## src/rtl/maincontroller_pkg.sv

```systemverilog
// Shared constants and decode helpers for the coin-operated vending controller.
package maincontroller_pkg;

    localparam int BAL_W = 7;
    localparam logic [BAL_W-1:0] BAL_MAX = 7'd99;

    localparam logic [BAL_W-1:0] COIN_PENNY   = 7'd1;
    localparam logic [BAL_W-1:0] COIN_NICKEL  = 7'd5;
    localparam logic [BAL_W-1:0] COIN_DIME    = 7'd10;
    localparam logic [BAL_W-1:0] COIN_QUARTER = 7'd25;

    localparam logic [BAL_W-1:0] PRICE_0 = 7'd25;
    localparam logic [BAL_W-1:0] PRICE_1 = 7'd50;
    localparam logic [BAL_W-1:0] PRICE_2 = 7'd75;
    localparam logic [BAL_W-1:0] PRICE_3 = 7'd99;

    // Highest set bit of the coin switches selects the coin; zero means no coin.
    function automatic logic [BAL_W-1:0] coin_value(input logic [3:0] sel);
        logic [BAL_W-1:0] val;
        if (sel[3]) begin
            val = COIN_QUARTER;
        end else if (sel[2]) begin
            val = COIN_DIME;
        end else if (sel[1]) begin
            val = COIN_NICKEL;
        end else if (sel[0]) begin
            val = COIN_PENNY;
        end else begin
            val = 7'd0;
        end
        return val;
    endfunction

    function automatic logic [3:0] coin_onehot(input logic [3:0] sel);
        logic [3:0] oh;
        if (sel[3]) begin
            oh = 4'b1000;
        end else if (sel[2]) begin
            oh = 4'b0100;
        end else if (sel[1]) begin
            oh = 4'b0010;
        end else if (sel[0]) begin
            oh = 4'b0001;
        end else begin
            oh = 4'b0000;
        end
        return oh;
    endfunction

    function automatic logic [BAL_W-1:0] price_value(input logic [1:0] sel);
        logic [BAL_W-1:0] val;
        case (sel)
            2'b00:   val = PRICE_0;
            2'b01:   val = PRICE_1;
            2'b10:   val = PRICE_2;
            2'b11:   val = PRICE_3;
            default: val = PRICE_3;
        endcase
        return val;
    endfunction

endpackage

```

## src/rtl/maincontroller_key_edge.sv

```systemverilog
// Two-flop synchronizer plus falling-edge detector for one active-low pushbutton.
module key_edge (
    input  logic clk,
    input  logic rst,
    input  logic key_n,
    output logic press
);

    logic       sync1_q, sync1_d;
    logic       sync2_q, sync2_d;
    logic       prev_q,  prev_d;
    logic [1:0] fill_q,  fill_d;
    logic       armed_q, armed_d;

    // Next-state: fill_q marks when sync2 reflects the real pin; arming waits for a released level
    // so a button held through reset never fires.
    always_comb begin
        sync1_d = key_n;
        sync2_d = sync1_q;
        prev_d  = sync2_q;
        fill_d  = {fill_q[0], 1'b1};
        armed_d = armed_q | (fill_q[1] & sync2_q);
    end

    // State registers with synchronous reset to the released level.
    always_ff @(posedge clk) begin
        if (rst) begin
            sync1_q <= 1'b1;
            sync2_q <= 1'b1;
            prev_q  <= 1'b1;
            fill_q  <= 2'b00;
            armed_q <= 1'b0;
        end else begin
            sync1_q <= sync1_d;
            sync2_q <= sync2_d;
            prev_q  <= prev_d;
            fill_q  <= fill_d;
            armed_q <= armed_d;
        end
    end

    assign press = armed_q & prev_q & ~sync2_q;

endmodule

```

## src/rtl/maincontroller.sv

```systemverilog
// Vending controller: coin deposit accumulation, vend against a selected price, status lamps.
module maincontroller
    import maincontroller_pkg::*;
(
    input  logic             MAX10_CLK1_50,
    input  logic [9:0]       SW,
    input  logic [1:0]       KEY,
    output logic [BAL_W-1:0] balance_c,
    output logic [9:0]       LEDR
);

    logic             rst_s;
    logic             dep_ev_s;
    logic             vend_ev_s;
    logic [BAL_W-1:0] coin_s;
    logic [BAL_W-1:0] price_s;
    logic [BAL_W:0]   sum_s;
    logic             unused_sw_s;

    logic [BAL_W-1:0] balance_q,   balance_d;
    logic [3:0]       coin_led_q,  coin_led_d;
    logic [1:0]       price_sel_q;
    logic             reject_q,    reject_d;
    logic             insuf_q,     insuf_d;
    logic             vend_q,      vend_d;

    assign rst_s       = SW[9];
    assign unused_sw_s = ^SW[8:6];

    key_edge u_key_dep (
        .clk   (MAX10_CLK1_50),
        .rst   (rst_s),
        .key_n (KEY[0]),
        .press (dep_ev_s)
    );

    key_edge u_key_vend (
        .clk   (MAX10_CLK1_50),
        .rst   (rst_s),
        .key_n (KEY[1]),
        .press (vend_ev_s)
    );

    assign coin_s  = coin_value(SW[3:0]);
    assign price_s = price_value(SW[5:4]);
    assign sum_s   = {1'b0, balance_q} + {1'b0, coin_s};

    // Press handling: vend wins over a same-cycle deposit; an accepted press clears all flags first.
    always_comb begin
        balance_d  = balance_q;
        coin_led_d = coin_led_q;
        reject_d   = reject_q;
        insuf_d    = insuf_q;
        vend_d     = vend_q;
        if (vend_ev_s) begin
            reject_d = 1'b0;
            if (balance_q >= price_s) begin
                balance_d = balance_q - price_s;
                vend_d    = 1'b1;
                insuf_d   = 1'b0;
            end else begin
                vend_d    = 1'b0;
                insuf_d   = 1'b1;
            end
        end else if (dep_ev_s && (coin_s != 7'd0)) begin
            insuf_d = 1'b0;
            vend_d  = 1'b0;
            if (sum_s <= {1'b0, BAL_MAX}) begin
                balance_d  = sum_s[BAL_W-1:0];
                coin_led_d = coin_onehot(SW[3:0]);
                reject_d   = 1'b0;
            end else begin
                reject_d   = 1'b1;
            end
        end else begin
            balance_d = balance_q;
        end
    end

    // State registers; reset has priority over any press, price echo tracks the switches regardless.
    always_ff @(posedge MAX10_CLK1_50) begin
        price_sel_q <= SW[5:4];
        if (rst_s) begin
            balance_q  <= 7'd0;
            coin_led_q <= 4'b0000;
            reject_q   <= 1'b0;
            insuf_q    <= 1'b0;
            vend_q     <= 1'b0;
        end else begin
            balance_q  <= balance_d;
            coin_led_q <= coin_led_d;
            reject_q   <= reject_d;
            insuf_q    <= insuf_d;
            vend_q     <= vend_d;
        end
    end

    assign balance_c = balance_q;
    assign LEDR      = {(balance_q == BAL_MAX), vend_q, insuf_q, reject_q, price_sel_q, coin_led_q};

endmodule

```

## config.mk

```make
export PLATFORM = sky130hd
export DESIGN_NAME = maincontroller
export DESIGN_NICKNAME = d
export VERILOG_FILES = /design/src/rtl/maincontroller_pkg.sv /design/src/rtl/maincontroller_key_edge.sv /design/src/rtl/maincontroller.sv
export SDC_FILE = /design/constraint.sdc
export NUM_CORES = 1
export LEC_CHECK = 0
export BUFFER_PORTS_ARGS = -buffer_cell sky130_fd_sc_hd__buf_2
export CORE_ASPECT_RATIO = 1.1
export CORE_UTILIZATION = 55
export DETAILED_ROUTE_END_ITERATION = 8
export PLACE_DENSITY = 0.79
export SLEW_MARGIN = 10
export SYNTH_ARGS = -nofsm -noshare
export SYNTH_HDL_FRONTEND = slang
export SYNTH_SLANG_ARGS = --single-unit
```

## constraint.sdc

```tcl
create_clock -name MAX10_CLK1_50 -period 3.61 [get_ports MAX10_CLK1_50]
set_clock_uncertainty 0.15 [all_clocks]
set_input_delay 0.722 -clock MAX10_CLK1_50 [delete_from_list [all_inputs] [get_ports MAX10_CLK1_50]]
set_output_delay 0.722 -clock MAX10_CLK1_50 [all_outputs]
set_load 0.005 [all_outputs]
```

==> results of run 1 <==
==> power breakdown <==
part	switching, mW	internal, mW	leakage (nW)
combinational	0.0422	0.0319	0.543
clock	0.0951	0.112	0.0279
sequential	0.00503	0.296	0.213
total	0.142	0.440	0.784
==> layout make-up <==
class	instances	area [um2]
Tap cell	33	41.29
Clock inverter	1	30.03
Clock buffer	3	22.52
Multi-Input combinational cell	138	969.7
Inverter	12	45.04
Sequential cell	26	520.5
Fill cell	236	978.4
Timing Repair Buffer	28	145.1
==> final timing paths <==
check	start	end	slack, ns
worst max-delay path	SW[1]	balance_c[3]	0.34
worst min register to register	u_key_dep.sync1_q	u_key_dep.prev_d	0.27
worst max register to register	balance_c[1]	balance_c[3]	0.60
worst min-delay path	u_key_dep.sync1_q	u_key_dep.prev_d	0.27
==> cells by family (layout without fill, tap and decap cells) <==
kind of cell | count (synthesis) | count (layout) | share of synthesized area (%)
compound gates | 45 | 45 | 21.18
buf+inv | 21 | 44 | 6.220
flops | 26 | 26 | 32.76
mux | 5 | 5 | 3.150
simple gates | 69 | 69 | 22.21
fa+ha+maj | 13 | 13 | 11.18
xor+xnor | 6 | 6 | 3.307
==> routing by layer <==
metal  up-vias  GRT usage, %
met5         -             0
met4         0         9.023
met3        10         3.359
met2        54         44.82
met1       662         29.86
li1        695             -
==> cell usage after synthesis (all sizes together), types with 5 or more instances <==
library cell and instances:
nor2 22, nand2 13, dfxtp 26, buf 5, nor3 6, o21ai 9, ha 11, or2 7
inv 12, a21oi 14, mux2i 5
==> critical path: stages <==
cell and delay, ns:
buf_2 0.09, nor2_1 0.06, o21bai_1 0.17, ha_1 0.20
inv_1 0.05, fa_1 0.36, and2b_1 0.28, a21oi_1 0.08
or3_1 0.34, o221a_4 0.30, o21ai_4 0.28, buf_4 0.20
nor2_2 0.04, a211oi_2 0.19
==> state kept, by name, indices dropped and copies added (netlist names) <==
signal	cells
u_key_vend.prev_q	1
reject_q	1
u_key_dep.prev_d	1
u_key_dep.sync1_q	1
u_key_dep.fill_q	1
u_key_dep.prev_q	1
u_key_vend.armed_q	1
insuf_q	1
u_key_vend.prev_d	1
price_sel_q	2
vend_q	1
coin_led_q	4
u_key_vend.sync1_q	1
u_key_dep.armed_q	1
u_key_vend.fill_q	1
balance_c	7
==> metrics, run 1 <==
Setup CP Type=in2reg; status=complete, no violations; Initial Util=57.73%; diodes inserted=0; PostCTS Resize Cnt=0; number of CTS-inserted buffers=3; pwr dens=328.0 mW/mm2; Placement Cell Area=between 0.0015 and 0.002 mm2; setup ws final=around 0.34 ns; Setup-failing EPs final=0; fin area=roughly 0.0018 mm2; Worst EP required=3.73 ns; metal3 WL=~170 um; Clock Latency Late Sink=0.33 ns; Critical Path End Type=register; Placer Congestion=0.8657; Synth Register Bits=26; CP max FO=8; H-tree levels=1; Clock Sinks=26; layout cells sized above 1=between 20% and 30%; Hold Vio Cnt, Final=0; CP Data Arrival Time=3.39 ns; CTS root buf=clkbuf_4; Max Buffers Root-to-Sink=2; commonest non-fill, non-tap cells in the layout=26 x dfxtp_1, 26 x buf_2, 18 x nor2_1; async set-reset flop share out of synthesis=0%; total negative slack=0 ns; routed vias=~1400; Distinct cells, synth=49; Leakage=~0.8 nW; synth top area cells=dfxtp_1 33%, ha_1 8.7%, a21oi_1 4.4%, nor2_1 4.3%, mux2i_1 3.1%; Reg2Reg Depth=10; routed len/inst=between 10 and 15 um; Post-CTS Hold Buffers=0; Yosys top cell area share=approximately 33%; Mapped Nets=approximately 210; final cycle utilization of the critical path=roughly 90%; post-synth top area cell=dfxtp_1; WL met1=roughly 1.5 mm; initial antenna violation count=0; area of the mapped netlist=0.001589 mm2; # nets final=around 240; top sig layer=met4; fin crit period=3.265 ns; WL met2=between 1.5 and 2 mm; Tightest Pin Transition=~0.64 ns; post-detail-place hpwl=2.784 mm; row cnt=20; total grt overflow=0; Final Util=~64%; core region area=0.002753 mm2; DRC Markers=0; Die X-Extent=about 53 um; part of the Yosys area used for sequential elements=between 30 and 40%; post-route ant nets=0; number of global-route vias before repair=between 1000 and 1500; startpoint types=primary input; final non-filler cell total=241; Tot Pwr=just under 600 uW; pin count of the biggest net entering global routing=24; Post-CTS Setup Bufs=0; Worst-path clk slew=between 0.15 and 0.2 ns; vias per std cell=5.896; fmax=~300 MHz; Initial DRT Pass Iterations=4; Gate Count Post-Synth=approximately 190; final WL=between 3 and 4 mm; Tot GR Track Use=around a quarter; first-pass GRT wire length=approximately 5.8 mm; port bufs=26; Top Ports=30; Max-slew headroom=a little under three fifths; Slew Limit Fails=0; area grow syn2layout=11.65%; EDFF count, synth=0; ys flop type=dfxtp_1; max-cap violation count=0; pre-CTS setup slack=between 0.01 and 0.015 ns; Hold Crit Depth=1; Die Footprint=between 0.003 and 0.004 mm2; Starting DRT DRC Count=37; Hold Path Class=reg2reg; maximum VDD drop=265.6 uV; Post-Place Cells=around 240; worst hold slack=about 0.27 ns; TritonCTS clock tree=yes; yosys warns=0; syn_area_per_cell=8.589 um2; RSZ-0062 raised after global routing=no; Chip Height=~60 um
No activity file was read; power rests on OpenSTA's default activity.
==> inputs of run 2 (changes only) <==
CORE_UTILIZATION = 57   (was 55)
CTS_BUF_LIST = sky130_fd_sc_hd__clkbuf_8   (was default)
PLACE_DENSITY = 0.82   (was 0.79)
clock period = 3.7 ns   (was 3.61 ns; I/O delays follow)
==> metrics, run 2 (synthesis gave the netlist of run 1 again) <==
RSZ-0062 raised after global routing=no; Clock Latency Late Sink=0.28 ns; routed vias=1398; CP Data Arrival Time=3.46 ns; Worst EP required=3.76 ns; Starting DRT DRC Count=51; Max Buffers Root-to-Sink=2; fmax=between 200 and 300 MHz; Critical Path End Type=register; reg-to-reg slack, setup=between 0.5 and 0.6 ns; post-route ant nets=0; Die X-Extent=52.34 um; Hold Vio Cnt, Final=0; Tightest Pin Transition=~0.66 ns; first-pass GRT wire length=a little under 6 mm; crit path from=SW[1]; Hold Crit Depth=1; worst hold slack=0.2687 ns; Worst-path clk slew=around 0.090 ns; pwr dens=around 340 mW/mm2; total negative slack=0 ns; Initial Util=just over 60%; layout cells sized above 1=a little under a quarter; Leakage=0.7860 nW; Slew Limit Fails=0; Die Footprint=about 0.003 mm2; H-tree levels=1; TritonCTS clock tree=yes; Initial DRT Pass Iterations=4; Worst R2R End=balance_c[3]; Post-CTS Setup Bufs=0; Chip Height=57.38 um; max reg flops=7; number of global-route vias before repair=around 1300; Setup-failing EPs final=0; routed len/inst=about 15 um; Max-slew headroom=55.51%; diodes inserted=0; maximum VDD drop=between 200 and 300 uV; Tot GR Track Use=approximately a quarter; fin area=between 0.0015 and 0.002 mm2; max-cap violation count=0; Placer Congestion=0.9040; fin crit period=~3.4 ns; commonest non-fill, non-tap cells in the layout=26 x dfxtp_1, 26 x buf_2, 18 x nor2_1; area grow syn2layout=12.20%; core region area=about 0.0026 mm2; pin count of the biggest net entering global routing=24; PostCTS Resize Cnt=0; post-detail-place hpwl=~2.7 mm; Worst R2R Start=balance_c[0]; Hold Path End=u_key_vend.prev_d; Placement Cell Area=0.001712 mm2; Top Ports=30; DRC Markers=0; final WL=about 3.6 mm; status=complete, no violations; port bufs=26; total grt overflow=0; Setup CP Type=in2reg; # nets final=about 230; hold path startpoint=u_key_vend.sync1_q; setup ws final=approximately 0.30 ns; pre-CTS setup slack=slightly below 0.06 ns; CTS root buf=clkbuf_8; Reg2Reg Depth=11; final cycle utilization of the critical path=between 90% and 100%; row cnt=19; Hold Path Class=reg2reg; Clock Sinks=26; number of CTS-inserted buffers=3; initial antenna violation count=0; Post-CTS Hold Buffers=0; startpoint types=primary input; vias per std cell=just under 6; CP max FO=12
-- run 2: cell count changes in the layout (fill, tap and decap cells not counted), sizes merged --
| cell | previous run | this run |
|---|---|---|
| buf | 28 | 27 |
-- run 2: per-stage QoR --
stage	total power [mW]	util [%]	std cells
finish	0.6042	69.44	238
floorplan	0.3498	-	185
CTS	0.6063	69.44	238
global placement	0.3669	66.67	234
detailed placement	0.3713	66.67	234
global route	0.6269	69.44	238
-- run 2: final cells by class --
type | count | area (um2)
sequential | 26 | 520.5
inverter | 12 | 45.04
multi-input combinational | 138 | 969.7
clock buffer | 3 | 41.29
fill | 206 | 784.5
tap | 31 | 38.79
clock inverter | 1 | 30.03
timing repair buffer | 27 | 137.6
-- run 2: worst max path at each step --
stage	depth (start not counted)	to	slack [ns]
2_1_floorplan	13	balance_c[0]	0.51
3_3_place_gp	14	balance_c[3]	0.12
3_5_place_dp	14	balance_c[3]	0.06
4_1_cts	14	balance_c[3]	0.33
5_1_grt	14	balance_c[3]	0.17
6_report	14	balance_c[3]	0.30
-- run 2: worst max-delay path, cell delays in order --
cell	delay, ns
buf_2	0.09
nor2_1	0.06
o21bai_1	0.14
ha_1	0.20
inv_1	0.06
fa_1	0.37
and2b_1	0.27
a21oi_1	0.08
or3_1	0.36
o221a_4	0.31
o21ai_4	0.37
buf_4	0.20
nor2_2	0.03
a211oi_2	0.18
-- run 2: where the power goes --
part	total (mW)	internal (mW)	leakage (nW)	switching, mW
clock	0.238	0.145	0.0357	0.0932
combinational	0.0728	0.0310	0.538	0.0418
sequential	0.293	0.288	0.213	0.00541
-- run 2: routing by layer --
layer / vias to the layer above / global-route usage, % / part of all wire (%)
met2: 58 / 44.85 / 49
met1: 640 / 31.91 / 44
met5: - / 0 / 0
met3: 11 / 2.933 / 4.9
li1: 689 / - / -
met4: 0 / 10.15 / 2.2
